`config.mk`:
```
export PLATFORM = sky130hd
export DESIGN_NAME = round_sequencer
export DESIGN_NICKNAME = d
export VERILOG_FILES = /design/src/rtl/bloons_pkg.sv /design/src/rtl/round_sequencer_spawn_timer.sv /design/src/rtl/round_sequencer.sv
export SDC_FILE = /design/constraint.sdc
export NUM_CORES = 1
export LEC_CHECK = 0
export ABC_CLOCK_PERIOD_IN_PS = 7600
export CAP_MARGIN = 20
export CORE_AREA = 2 2 136 138
export CTS_CLUSTER_SIZE = 10
export DETAILED_ROUTE_END_ITERATION = 7
export DIE_AREA = 0 0 138 140
export HOLD_SLACK_MARGIN = 0.15
export PLACE_DENSITY = 0.65
export SETUP_SLACK_MARGIN = 0.02
export SYNTH_ARGS = -nofsm -noshare
export SYNTH_HDL_FRONTEND = slang
export SYNTH_HIERARCHICAL = 1
export SYNTH_SLANG_ARGS = --single-unit
```
`constraint.sdc`:
```
create_clock -name Clk -period 7.6 [get_ports Clk]
set_input_delay 1.52 -clock Clk [delete_from_list [all_inputs] [get_ports Clk]]
set_output_delay 1.52 -clock Clk [all_outputs]
set_load 0.01 [all_outputs]
```
`src/rtl/bloons_pkg.sv`:
```
// Purpose: shared types and helpers for the round sequencer slice.
// Latency: n/a (types, constants, pure function only).
// Backpressure: n/a.
package bloons_pkg;

   localparam int NUM_BLOONS_DEF = 32;
   localparam int AUTO_DELAY     = 100000000;   // 2 s at 50 MHz

   typedef enum logic [2:0] {
      IDLE,
      ARM,
      SPAWN,
      WAIT_CLEAR,
      DONE,
      AUTO_WAIT,
      GAMEOVER
   } round_state_t;

   // Bloons released in a round: base + (round-1)*step, capped at the slot count.
   // Computed at 16 bits so large rounds cannot wrap before the cap applies.
   function automatic logic [15:0] round_target(input logic [5:0] rnd,
                                                input int base_count,
                                                input int step_count,
                                                input int num_bloons);
      logic [15:0] t;
      t = 16'(base_count) + 16'(rnd - 6'd1) * 16'(step_count);
      if (t > 16'(num_bloons)) begin
         t = 16'(num_bloons);
      end
      return t;
   endfunction

endpackage

```
`src/rtl/round_sequencer_spawn_timer.sv`:
```
// Purpose: spawn cadence generator; ticks once every SPAWN_GAP cycles while running.
// Latency: first tick in the first running cycle after clear, then every SPAWN_GAP cycles.
// Backpressure: none; i_run simply freezes the gap counter and index.
// Ports: Clk/reset (sync, active-high), i_clear (restart at idx 0, gap 0),
//        i_run (count), o_tick (release one bloon this cycle), o_idx (bloons released so far).
module spawn_timer #(
   parameter int SPAWN_GAP = 25000000,
   parameter int IDX_W     = 6
) (
   input  logic             Clk,
   input  logic             reset,
   input  logic             i_clear,
   input  logic             i_run,
   output logic             o_tick,
   output logic [IDX_W-1:0] o_idx
);

   localparam int GAP_W = (SPAWN_GAP > 1) ? $clog2(SPAWN_GAP) : 1;

   logic [GAP_W-1:0] r_gap;
   logic [IDX_W-1:0] r_idx;

   assign o_tick = i_run && (r_gap == '0);
   assign o_idx  = r_idx;

   always_ff @(posedge Clk) begin
      if (reset || i_clear) begin
         r_gap <= '0;
         r_idx <= '0;
      end else if (i_run) begin
         if (o_tick) begin
            r_idx <= r_idx + IDX_W'(1);
            r_gap <= GAP_W'(SPAWN_GAP - 1);
         end else begin
            r_gap <= r_gap - GAP_W'(1);
         end
      end
   end

endmodule

```
`src/rtl/round_sequencer.sv`:
```
// Purpose: sequences a wave of bloons, tracks pops/escapes, advances rounds, halts on zero lives.
// Latency: ARM one cycle after a start_round edge; bloon k released k*SPAWN_GAP cycles after ARM+1.
// Backpressure: none; start_round edges outside IDLE (or AUTO_WAIT) are dropped.
// Ports: Clk, reset (sync, active-high), start_round (level, rising edge requests a round),
//        bloon_alive/lost_life (per-slot status), lives; bloon_reset (1-cycle pulse),
//        spawn_en (sticky per-slot release), bloonpause/round_active (ARM..WAIT_CLEAR),
//        round_num (1-based), round_done (1-cycle pulse), game_over (sticky).
// Optional: ROUND_AUTOSTART_EN adds AUTO_WAIT, re-arming AUTO_DELAY cycles after DONE.
module round_sequencer
   import bloons_pkg::*;
#(
   parameter int NUM_BLOONS = NUM_BLOONS_DEF,
   parameter int SPAWN_GAP  = 25000000,
   parameter int BASE_COUNT = 4,
   parameter int STEP_COUNT = 2,
   parameter int MAX_ROUND  = 63
) (
   input  logic                  Clk,
   input  logic                  reset,
   input  logic                  start_round,
   input  logic [NUM_BLOONS-1:0] bloon_alive,
   input  logic [NUM_BLOONS-1:0] lost_life,
   input  logic [7:0]            lives,
   output logic                  bloon_reset,
   output logic [NUM_BLOONS-1:0] spawn_en,
   output logic                  bloonpause,
   output logic [5:0]            round_num,
   output logic                  round_active,
   output logic                  round_done,
   output logic                  game_over
);

   localparam int IDX_W = $clog2(NUM_BLOONS + 1);

   round_state_t            r_state;
   round_state_t            w_next;
   logic                    r_start_q;
   logic [NUM_BLOONS-1:0]   r_spawn_en;
   logic [NUM_BLOONS-1:0]   r_finished;
   logic [5:0]              r_round_num;

   logic                    w_req;
   logic                    w_lives_zero;
   logic [15:0]             w_target;
   logic [NUM_BLOONS-1:0]   w_mask;
   logic [NUM_BLOONS-1:0]   w_spawn_now;
   logic [NUM_BLOONS-1:0]   w_fin_set;
   logic                    w_tick;
   logic [IDX_W-1:0]        w_idx;
   logic                    w_timer_run;

`ifdef ROUND_AUTOSTART_EN
   localparam int AUTO_W = $clog2(AUTO_DELAY);
   logic [AUTO_W-1:0] r_auto_cnt;
`endif

   assign w_req        = start_round & ~r_start_q;
   assign w_lives_zero = (lives == 8'd0);
   assign w_target     = round_target(r_round_num, BASE_COUNT, STEP_COUNT, NUM_BLOONS);
   assign w_timer_run  = (r_state == SPAWN) && (16'(w_idx) < w_target);
   assign round_num    = r_round_num;

   spawn_timer #(
      .SPAWN_GAP (SPAWN_GAP),
      .IDX_W     (IDX_W)
   ) u_spawn_timer (
      .Clk     (Clk),
      .reset   (reset),
      .i_clear (r_state == ARM),
      .i_run   (w_timer_run),
      .o_tick  (w_tick),
      .o_idx   (w_idx)
   );

   // r_spawn_en holds last cycle's spawn_en, so it doubles as the settling guard
   // for finished tracking: a slot only counts once it has been enabled a full cycle.
   always_comb begin
      w_mask      = '0;
      w_spawn_now = '0;
      for (int i = 0; i < NUM_BLOONS; i++) begin
         w_mask[i]      = (16'(i) < w_target);
         w_spawn_now[i] = w_tick && (w_idx == IDX_W'(i));
      end
      w_fin_set = r_spawn_en & (~bloon_alive | lost_life);
   end

   // State register
   always_ff @(posedge Clk) begin
      if (reset) begin
         r_state <= IDLE;
      end else begin
         r_state <= w_next;
      end
   end

   // Next-state logic
   always_comb begin
      w_next = r_state;
      case (r_state)
         IDLE:       if (w_req && !game_over) w_next = ARM;
         ARM:        w_next = SPAWN;
         SPAWN:      if (16'(w_idx) >= w_target) w_next = WAIT_CLEAR;
         WAIT_CLEAR: if ((r_finished & w_mask) == w_mask) w_next = DONE;
`ifdef ROUND_AUTOSTART_EN
         DONE:       w_next = AUTO_WAIT;
         AUTO_WAIT:  if (w_req || (r_auto_cnt == AUTO_W'(AUTO_DELAY - 1))) w_next = ARM;
`else
         DONE:       w_next = IDLE;
`endif
         GAMEOVER:   w_next = GAMEOVER;
         default:    w_next = IDLE;
      endcase
      // Losing the last life overrides every transition, including DONE.
      if ((r_state != IDLE) && w_lives_zero) begin
         w_next = GAMEOVER;
      end
   end

   // Output logic
   always_comb begin
      bloon_reset  = (r_state == ARM);
      bloonpause   = (r_state == ARM) || (r_state == SPAWN) || (r_state == WAIT_CLEAR);
      round_active = bloonpause;
      // Include this cycle's release so a slot is enabled in the same cycle it spawns.
      spawn_en     = ((r_state == SPAWN) || (r_state == WAIT_CLEAR)) ?
                     (r_spawn_en | w_spawn_now) : '0;
      round_done   = (r_state == DONE) && !w_lives_zero;
      game_over    = (r_state == GAMEOVER);
   end

   // Round datapath: spawn enables, finished mask, round number
   always_ff @(posedge Clk) begin
      if (reset) begin
         r_start_q   <= 1'b0;
         r_spawn_en  <= '0;
         r_finished  <= '0;
         r_round_num <= 6'd1;
      end else begin
         r_start_q <= start_round;
         if (w_next == GAMEOVER) begin
            r_spawn_en <= '0;
            r_finished <= '0;
         end else begin
            case (r_state)
               ARM: begin
                  r_spawn_en <= '0;
                  r_finished <= '0;
               end
               SPAWN, WAIT_CLEAR: begin
                  r_spawn_en <= r_spawn_en | w_spawn_now;
                  r_finished <= r_finished | w_fin_set;
               end
               DONE: begin
                  r_spawn_en <= '0;
                  if (r_round_num < 6'(MAX_ROUND)) begin
                     r_round_num <= r_round_num + 6'd1;
                  end
               end
               default: ;
            endcase
         end
      end
   end

`ifdef ROUND_AUTOSTART_EN
   always_ff @(posedge Clk) begin
      if (reset || (r_state != AUTO_WAIT)) begin
         r_auto_cnt <= '0;
      end else begin
         r_auto_cnt <= r_auto_cnt + AUTO_W'(1);
      end
   end
`endif

endmodule
```
Word-level counts from Yosys, hierarchy flattened. Index checks and enable logic that the tools add are counted.

Register bits: 105. Input bits: 75. Output and inout port bits: 43. Word-level logic and storage cells: 160.

$add $sub $neg: 5. $lt $le $gt $ge: 36. Eq/ne operators: 38. Multiplexer cells: 10. Bitwise operators: 9. Reductions and logical operators: 55.

Operators by type and width (number): $lt 5x16->1 const A (16); $lt 4x16->1 const A (8); $pmux 32 s2 (2); $eq 6x5->1 const B (16); $or 32x32->32 (3); $and 32x32->32 (2); $lt 3x16->1 const A (4); $eq 6x4->1 const B (8); $logic_and 1x1->1 (37); $eq 32x32->1 (1); $lt 1x16->1 const A (2); $lt 2x16->1 const A (2); $mux 32 (1); $not 32->32 (1); $logic_not 25->1 (1); $mux 25 (1); $sub 25x1->25 const B (1); $eq 6x3->1 const B (4); $ge 6x16->1 (1); $gt 16x6->1 const B (1); $lt 6x16->1 (1); $mux 16 (1); $pmux 3 s5 (1); $add 6x1->6 const B (2); other kinds (21) (36).

Logic depth before layout (Yosys ltp).
Depth in word-level cells: 13. Depth in mapped cells: 30. Gate-level depth less buffers: 26.

Hierarchy. Netlist, hierarchy kept.

By module, submodules not included: round_sequencer (instances 1, cells each 530, area an instance 4035.1 µm², sequential area each 1481.4 µm²); spawn_timer (instances 1, cells each 179, area an instance 1570.3 µm², sequential area each 620.6 µm²).

Least setup slack after synthesis. OpenSTA, ideal clock, no wires.

Path kind: reg2out. Start point: register r_round_num[0], in the netlist round_num[0]. End point: output spawn_en[14]. Data arrival time: 5854 ps. Required time: 6080 ps. Path slack: 226 ps. Stages on the path, launching flop included: 29. Buffers on the path: 4. Cell sequence: dfxtp_1 > buf_6 > buf_2 > inv_1 > ha_1 > buf_2 > inv_1 > ha_1 > and3_1 > a32o_2 > and3b_1 > a2bb2oi_2 > nor2_1 > nand2_1 > ha_1 > nor2b_1 > o21a_1 > o21a_1 > o21ai_0 > nand2b_1 > nor3_1 > nor4b_4 > nand4_1 > clkbuf_1 > nor2_1 > or3b_2 > nor3_1 > a31oi_1 > nor2_1.

Cells in the longest elaborated chain, start to end: 10.

RTL lines: start: declaration (line round_sequencer.sv:40) `logic [5:0] r_round_num;`; start signal: assignment (line round_sequencer.sv:156) `r_round_num <= r_round_num + 6'd1;`; $sub 6x1->7 (*) (line bloons_pkg.sv:26) `t = 16'(base_count) + 16'(rnd - 6'd1) * 16'(step_count);`; $add 4x8->9 (*) (line bloons_pkg.sv:26); $gt 16x6->1 (line bloons_pkg.sv:27) `if (t > 16'(num_bloons)) begin`; $mux 16 (*) (line bloons_pkg.sv:27); $lt 6x16->1 (*) (line round_sequencer.sv:60) `assign w_timer_run = (r_state == SPAWN) && (16'(w_idx) < w_target);`; $logic_and 1x1->1 (*) (line round_sequencer.sv:60); named net w_timer_run (line round_sequencer.sv:50) `logic w_timer_run;`; $logic_and 1x1->1 (*) (line round_sequencer_spawn_timer.sv:23) `assign o_tick = i_run && (r_gap == '0);`; named net w_tick (line round_sequencer.sv:48) `logic w_tick;`; $logic_and 1x1->1 (*) (line round_sequencer.sv:82) `w_spawn_now[i] = w_tick && (w_idx == IDX_W'(i));`; $or 32x32->32 (*) (line round_sequencer.sv:126) `(r_spawn_en | w_spawn_now) : '0;`; $mux 32 (*) (line round_sequencer.sv:125) `spawn_en = ((r_state == SPAWN) || (r_state == WAIT_CLEAR)) ?`; end: declaration (line round_sequencer.sv:25) `output logic [NUM_BLOONS-1:0] spawn_en,`.

Mark *: on every way through the listed nets, which the timed path passes. The rest lies on a longest branch.

Worst setup path in the final report.
Start point: register r_round_num[0], in the netlist round_num[0]. End point: output spawn_en[31].

The elaborated chain is that of the path after synthesis.

==> flow_summary.toml <==
[clock_tree]
clockBufferDepth = 2
cts_buffers = 9
clk_pin_slew_ns = 0.07
htreeDepth = 3
cts_tree = "done"
clock_latency_ns = 0.36
root_buffer = "clkbuf_16"
clock-sinks = 105
cts.hold.buffers_added = 0

[placement]
portBuffers = 117
dpl.hpwl_mm = 11.8
dp.cells = 1020
place_congestion = 0.871

[worst_setup_path]
reg2reg_slack_ns = 2.55
r2r_cells = 28
crit_fanout = 8
cpMostUsedCell = "nor2_1"
crit_type = "reg2out"
r2r_start = "round_num[0]"
r2r-end = "r_spawn_en[2]"
cp_slowest_cell = "clkdlybuf4s50_1"
crit_path_max_incr_delay_ns = 0.57
critPathLaunchType = "flip-flop"
required_ns = 6.08
crit_arrival_ns = 5.61
critPathCaptureType = "output port"

[logic_synthesis]
synth_area_leaders = "dfxtp_1, nor2_1, a21oi_1"
async_flop_share_pct = 0
synth-edff-count = 0
synth_nets = 796
synth_area_um2 = 5610
synthFlopType = "dfxtp_1"
ys_warn_count = 6
syn_area_per_cell_um2 = 7.91
synthCells = 709
synth_seq_cells = 105
yosys.area.top_type = "dfxtp_1"
synth_top_area_share_pct = 37.5
synthDistinctLibCells = 64
ys_seq_area_share_pct = 37.5

[die]
row_count = 49
die_h_um = 140
start_util_pct = 31.5
boundaryPins = 118
dieArea_um2 = 19300
core_um2 = 17800
die_x_um = 138

[sta]
setup_violations = 0
fmax_mhz = 140
worstMarginPinSlew_ns = 0.843
fin_tns_setup_ns = 0
skew_ns = 0.0168
rsz0062_at_grt = "yes"
slew_viol_final = 0
min_period_ns = 7.13
fin_crit_sh_pct = 93.8
finalHoldViolCount = 0
max-slew-margin-rel_pct = 43.7

[power]
peakVddDrop_v = 0.000104
p_leak_nw = 2.75
total_power_w = 0.00136
powerDensity_nw_per_um2 = 184

[global_routing]
grt_pass1_wl_mm = 25.8
overflow = 0
antenna_found_initial = 0
globalRouteTotalUtil_pct = 16.3
grt_max_degree = 34
grt_pass1_vias = 4911

[worst_hold_path]
holdPathEnd = "r_finished[28]"
worstHoldStart = "r_finished[28]"
hold_path_class = "reg2reg"
min_path_cells = 2

[detailed_routing]
num_vias = 5470
wire_per_inst_um = 15.6
via_per_inst = 5.24
drcViolationCount = 0
ant_nets = 0
wirelength_mm = 16.2
drt-pass1-iter-count = 5
drt_iter0_markers = 439

[cells_and_area]
diodes = 0
fillers = 1805
fin_nets = 896
utilization_pct = 41.7
synthToLayoutAreaGrowth_pct = 32.4
final_common_cell = "nor2_1"
stdcell_count = 1043
final_cell_mix = "nor2_1, clkdlybuf4s50_1, dfxtp_1"
drive_gt1_share_pct = 9.21

[job]
cap_violations = 0

[status]
outcome = "completed"
critical path: cells and delay by family (launching register included):
family	cells	cell delay, ns
compound gates	6	1.03
fa+ha+maj	3	0.76
buf+inv	5	1.09
simple gates	13	2.06
flops	1	0.33
report_power, final:
group          total [W]  switching (W)  internal, W
Sequential      0.000611      0.0000353     0.000576
Combinational   0.000279       0.000164     0.000115
Clock           0.000474       0.000238     0.000236
Total            0.00136       0.000438     0.000926
cell usage after synthesis, drive strengths merged (3+ instances only):
library cell / number
nor2: 134
dfxtp: 105
a21oi: 85
a31oi: 53
nand2b: 40
clkbuf: 33
nand2: 30
o21ai: 16
nand3: 14
xor2: 14
buf: 13
inv: 13
nor3: 13
o31ai: 13
ha: 12
nand4: 12
or3: 12
or4: 12
nor2b: 9
nor4: 9
or2: 7
xnor2: 7
o21a: 6
nand3b: 5
a211oi: 4
and3: 4
nor4b: 4
o211ai: 3
logic make-up after synthesis:
group                    Yosys count  synth area share (%)
buffers and inverters             59                  4.62
XOR/XNOR                          22                  3.68
flip-flops                       105                  37.5
AND/OR/NAND/NOR                  317                  30.3
adder cells (fa/ha/maj)           12                  2.68
AO/OA/AOI/OAI                    193                  21.0
multiplexers                       1                 0.179
what timing repair did:
| item | in CTS | in global routing |
|---|---|---|
| buffers inserted | 0 | 7 |
| resized for setup | 3 | 29 |
| endpoints found under the setup margin | 13 | 32 |
| pin swaps | 0 | 8 |
flip-flops by register name (all words and copies together) (netlist names):
signal,cells
u_spawn_timer/r_gap,25
u_spawn_timer/o_idx,6
r_finished,32
r_state,3
round_num,6
r_start_q,1
r_spawn_en,32
area by class of cell:
class	instances	area, µm²	area share [%]
Clock buffer	9	225	3.03
Clock inverter	7	78.8	1.06
Inverter	13	48.8	0.658
Multi-Input combinational cell	545	3340	45.0
Sequential cell	105	2100	28.3
Tap cell	229	287	3.86
Timing Repair Buffer	135	1340	18.0
through the flow:
step                cell area, µm²  hold WS, ns  setup WS [ns]
floorplan                     5610        0.429          0.226
global placement              6940        0.447          0.314
detailed placement            6940        0.462          0.174
CTS                           7260        0.479        -0.0368
global route                  7420        0.500        -0.0130
finish                        7420        0.479          0.472
worst max path at each step:
stage                 start           end  slack [ns]
3_3_place_gp   round_num[0]  spawn_en[14]        0.31
2_1_floorplan  round_num[0]  spawn_en[14]        0.23
5_1_grt        round_num[0]  spawn_en[29]       -0.01
3_5_place_dp   round_num[0]  spawn_en[14]        0.17
4_1_cts        round_num[0]  spawn_en[14]       -0.04
6_report       round_num[0]  spawn_en[31]        0.47
metal layers:
layer / part of all wire, % / wire length, µm / global-route usage [%] / vias up
met1: 48 / 7710 / 23.1 / 2546
met2: 46 / 7390 / 25.0 / 159
met5: 0 / 0 / 0 / -
li1: - / - / - / 2751
met3: 5.5 / 896 / 3.59 / 14
met4: 1.4 / 223 / 4.19 / 0
Note: power is estimated with default switching activity, not from simulation.
